==> src/rtl/wide_add_pkg.sv <==
// Shared types and sizing helpers for the chunked wide adder/subtractor.
package wide_add_pkg;

  typedef enum logic [1:0] {
    IDLE = 2'd0,
    RUN  = 2'd1,
    DONE = 2'd2
  } wadd_state_t;

  // Chunk index width; a single-chunk build still needs a 1-bit counter.
  function automatic int idx_width(input int words);
    return (words > 1) ? $clog2(words) : 1;
  endfunction

endpackage

==> src/rtl/kogge_stone.sv <==
// Kogge-Stone prefix carry network: c[i] is the carry out of bit i, with g[0] acting as carry-in.
module kogge_stone #(
  parameter int N = 16
) (
  input  logic [N:0] g,
  input  logic [N:1] p,
  output logic [N:0] c
);

  localparam int LV = $clog2(N + 1);

  logic [N:0] gv, pv, gn, pn;

  // Each level doubles the span of every (generate, propagate) group.
  always_comb begin
    gv = g;
    pv = {p, 1'b0};
    gn = '0;
    pn = '0;
    for (int l = 0; l < LV; l++) begin
      gn = gv;
      pn = pv;
      for (int i = 0; i <= N; i++) begin
        if (i >= (1 << l)) begin
          gn[i] = gv[i] | (pv[i] & gv[i - (1 << l)]);
          pn[i] = pv[i] & pv[i - (1 << l)];
        end
      end
      gv = gn;
      pv = pn;
    end
    c = gv;
  end

endmodule

==> src/rtl/wide_add_sequencer.sv <==
// Multi-cycle wide add/subtract: one N-bit chunk per RUN cycle through a shared
// prefix-carry network, with the chunk carry registered between cycles.
module wide_add_sequencer
  import wide_add_pkg::*;
#(
  parameter int N     = 16,
  parameter int WORDS = 4
) (
  input  logic                 clk,
  input  logic                 rst_n,
  input  logic                 in_valid,
  output logic                 in_ready,
  input  logic [N*WORDS-1:0]   a,
  input  logic [N*WORDS-1:0]   b,
  input  logic                 cin,
  input  logic                 sub,
  output logic                 out_valid,
  input  logic                 out_ready,
  output logic [N*WORDS-1:0]   sum,
  output logic                 cout,
  output logic                 ovf,
  output logic                 busy,
  output wadd_state_t          dbg_state
);

  localparam int W  = N * WORDS;
  localparam int IW = idx_width(WORDS);

  wadd_state_t   state;
  logic [IW-1:0] idx;
  logic          carry;
  logic [W-1:0]  a_sr, b_sr;
  logic [N:0]    kg, kc;
  logic [N:1]    kp;
  logic [N-1:0]  chunk_sum;
  logic          last;

  // Chunk 0 of the shift registers is always the chunk being added.
  assign kp        = a_sr[N-1:0] ^ b_sr[N-1:0];
  assign kg        = {a_sr[N-1:0] & b_sr[N-1:0], carry};
  assign chunk_sum = kp ^ kc[N-1:0];
  assign last      = (idx == IW'(WORDS - 1));

  kogge_stone #(.N(N)) u_ks (
    .g (kg),
    .p (kp),
    .c (kc)
  );

  // Handshakes: a transfer happens on a rising edge where valid and ready are
  // both high; valid never depends on ready, and in_ready/busy decode state only.
  assign in_ready  = (state == IDLE);
  assign busy      = (state != IDLE);
  assign dbg_state = state;

  always_ff @(posedge clk or negedge rst_n) begin
    if (!rst_n) begin
      state     <= IDLE;
      idx       <= '0;
      carry     <= 1'b0;
      a_sr      <= '0;
      b_sr      <= '0;
      sum       <= '0;
      cout      <= 1'b0;
      ovf       <= 1'b0;
      out_valid <= 1'b0;
    end else begin
      case (state)
        IDLE: begin
          if (in_valid) begin
            a_sr  <= a;
            b_sr  <= sub ? ~b : b;
            carry <= cin;
            idx   <= '0;
            state <= RUN;
          end
        end
        RUN: begin
          for (int k = 0; k < WORDS; k++) begin
            if (idx == IW'(k)) sum[k*N +: N] <= chunk_sum;
          end
          carry <= kc[N];
          a_sr  <= a_sr >> N;
          b_sr  <= b_sr >> N;
          if (last) begin
            idx       <= '0;
            cout      <= kc[N];
            ovf       <= kc[N] ^ kc[N-1];
            out_valid <= 1'b1;
            state     <= DONE;
          end else begin
            idx <= idx + 1'b1;
          end
        end
        DONE: begin
          if (out_ready) begin
            out_valid <= 1'b0;
            state     <= IDLE;
          end
        end
        default: state <= IDLE;
      endcase
    end
  end

endmodule

==> config.mk <==
export PLATFORM = sky130hd
export DESIGN_NAME = wide_add_sequencer
export DESIGN_NICKNAME = d
export VERILOG_FILES = /design/src/rtl/wide_add_pkg.sv /design/src/rtl/kogge_stone.sv /design/src/rtl/wide_add_sequencer.sv
export SDC_FILE = /design/constraint.sdc
export NUM_CORES = 1
export LEC_CHECK = 0
export CAP_MARGIN = 10
export CORE_ASPECT_RATIO = 0.75
export CORE_UTILIZATION = 51
export DETAILED_ROUTE_END_ITERATION = 6
export HOLD_SLACK_MARGIN = 0.1
export PLACE_DENSITY = 0.85
export SLEW_MARGIN = 20
export SYNTH_ARGS = -nofsm -noshare
export SYNTH_HDL_FRONTEND = slang
export SYNTH_HIERARCHICAL = 1
export SYNTH_SLANG_ARGS = --single-unit
==> constraint.sdc <==
create_clock -name clk -period 2.6 [get_ports clk]
set_input_delay 0.52 -clock clk [delete_from_list [all_inputs] [get_ports clk]]
set_output_delay 0.52 -clock clk [all_outputs]
set_load 0.005 [all_outputs]
==> metrics.cfg <==
[synthesis]
synth_largest_area_cell=dfrtp_1
syn_avg_cell_area_um2=10.70
postSynthCellCount=865
synth_cell_types=41
synth_area_um2=9259
post-synth-top-area-fraction_pct=54.05
ys_ff_latch=200
synthesis.nets=1020
yosysSeqAreaShare_pct=54.05
yosys_warnings=6
synth.area.top_cells=dfrtp_1 (54%), o21ai_0 (6.5%), xor2_1 (6.1%)

[die]
dieArea_um2=18700
die_h_um=118.7
die_width_um=157.6
core_area_um2=17710
boundaryPins=205
row_count=42
start_util_pct=52.28

[power_and_ir_drop]
p_total_mw=13.64
pwr-share-seq_pct=37.8
p_comb_share_pct=44.0
switchingPower_mw=5.239
p_leak_nw=5.679
max-vdd-ir-drop_mv=0.5741
cellInternalPower_mw=8.398
clockPowerShare_pct=18.2
p_per_area_nw_per_um2=1132
sw_frac_of_total_pct=38.42

[drt]
routedWlPerCell_um=17.91
num_vias=7268
drtIter0Drc=871
antenna_left=0
drt-pass1-iter-count=7
viasPerCell=5.612
wirelength_um=23190
drcViolationCount=22

[finish]
drive_gt1_share_pct=6.363
fin_util_pct=68.02
diodes=0
final_common_cell=clkdlybuf4s50_1
design_area_um2=12050
area_growth_pct=30.11
final_cell_mix=clkdlybuf4s50_1 (202), dfrtp_1 (198), o21ai_0 (121)
num-fill-cells=1364
multiInputGateArea_um2=3702
num-nets-final=1196
regArea_um2=5007

[global_routing]
grtUsageTotal_pct=25.58
grt_overflow=0
grt_antenna_before_repair=1
grt_pass1_vias=6993
grt_max_degree=115
grt_pass1_wl_um=36800

[placed_design]
dp_hpwl_um=16020
dpl_cell_area_um2=11460
numPortBuffers=204
gp_congestion=0.8516

[clock_network]
cts_buffers=17
cts_tree=yes
insertion_delay_ps=440
post-cts-setup-buffer-count=0
cts_max_level=4
cts_sinks=200
clk_pin_slew_ps=70
clock-root-buffer=clkbuf_16
cts_buffer_depth=2

[setup_path]
rr_endpoint=sum[30]
cp_max_fo=5
required_ps=2910
reg2reg_depth=8
r2r_setup_slack_ps=70
critPathSlowestCell=dfrtp_1
worst_r2r_startpoint=a_sr[8]
crit_buf_inv=0
worst-path-stages=8
cp.arrival_ps=2830
critPathMostFrequentCell=a21o_1
critPathTopFamily=compound AO/OA/AOI/OAI gates
path_class=flop to flop
start_kind=flop
end_kind=flop
slowest_delay_ps=390
crit_chain=ha_1, a21o_1, a21o_1, a221o_1, or2_4, o31a_1, xnor2_2, o21ai_0

[sta]
finalHoldViolCount=0
fmax_ghz=0.3960
rsz0062_at_grt=false
fin_crit_sh_pct=97.12
maxSlewViolCount=0
tightest_slew_ps=529.9
clock-skew-final_ps=8.803
tns_ps=0
finalSetupViolCount=0
final.min_clock_period_ps=2525
holdWs_ps=481.3
max_slew_margin_pct=64.67

[status]
violations=design-rule violations
status=complete, but fails checks

[min_path]
min_from=sum[22]
min_path_type=flop to flop
hold_path_depth=2
hold_path_end=sum[22]

[job]
maxCapViolations=0

stage by stage:
step | worst slack [ps] | cells
final | 74.77 | 1295
after global routing | 1.801 | 1295
after CTS | 31.14 | 1295
after detailed placement | 50.47 | 1263
after global placement | 110.9 | 1263
after floorplan | 216.8 | 865
power groups by stage:
stage	clock, mW	sequential, mW	combinational [mW]
6_report	2.48	5.15	6.00
5_1_grt	2.64	5.28	6.63
4_1_cts	2.51	5.15	5.94
3_5_place_dp	0	5.20	5.89
3_3_place_gp	0	5.15	5.67
2_1_floorplan	0	4.98	3.78
how the worst max path moves through the flow:
stage,from,to,slack (ps)
after CTS,a_sr[8],sum[12],30
after floorplan,a_sr[8],sum[14],220
after global routing,a_sr[8],sum[14],2
after global placement,a_sr[8],sum[30],110
final,a_sr[8],sum[30],70
after detailed placement,a_sr[8],sum[12],50
logic make-up after synthesis:
logic type | Yosys count | share of synthesized area [%]
mux | 1 | 0.1216
fa+ha+maj | 21 | 2.838
xor+xnor | 81 | 7.662
buf+inv | 121 | 6.446
compound gates | 285 | 21.23
flops | 200 | 54.05
simple gates | 156 | 7.649
Yosys cell counts, drive strengths merged:
library cell / instances
xor2: 64
a22o: 35
or3: 1
mux2: 1
xnor2: 17
a21oi: 22
a221o: 1
and3b: 13
buf: 53
o21bai: 2
nor3: 1
inv: 53
nand2b: 1
and2: 1
clkbuf: 15
nor2: 5
a41oi: 1
o21ai: 121
nand3b: 4
nand2: 118
nor2b: 4
nand3: 1
ha: 21
a222oi: 48
and3: 4
or2: 2
dfrtp: 200
a22oi: 36
o31a: 1
a311o: 1
nor3b: 1
a211oi: 1
o21a: 1
a21o: 15
layout make-up:
| cell class | instances | share of cell area (%) |
|---|---|---|
| clock inverter | 13 | 0.9555 |
| inverter | 53 | 1.651 |
| sequential | 200 | 41.57 |
| timing repair buffer | 225 | 19.02 |
| multi-input combinational | 544 | 30.73 |
| clock buffer | 18 | 3.563 |
| tap | 242 | 2.513 |
worst min-delay path, cell delays in order, from the launching register on:
cell     delay (ps)
dfrtp_1         350
nand2_1          40
o21ai_0          60
layer usage:
layer / up-vias / share of wire, % / track usage (%)
met5: - / 0.056 / 0
met4: 2 / 1.1 / 6.129
met3: 19 / 8.0 / 7.041
met2: 265 / 47 / 39.21
met1: 3554 / 44 / 36.04
li1: 3428 / - / -
sequential cells by signal, summed over array words and instances, names as in the netlist:
name,count
a_sr,64
b_sr,64
sum,64
dbg_state,2
idx,2
carry,1
cout,1
out_valid,1
ovf,1
what timing repair did:
item / in CTS / in global routing
hold endpoints to repair: 52 / 0
resized for setup: 0 / 4
endpoints found under the setup margin: 0 / 15
hold buffers: 1 / 0
Power figures use the tool's default switching activity.
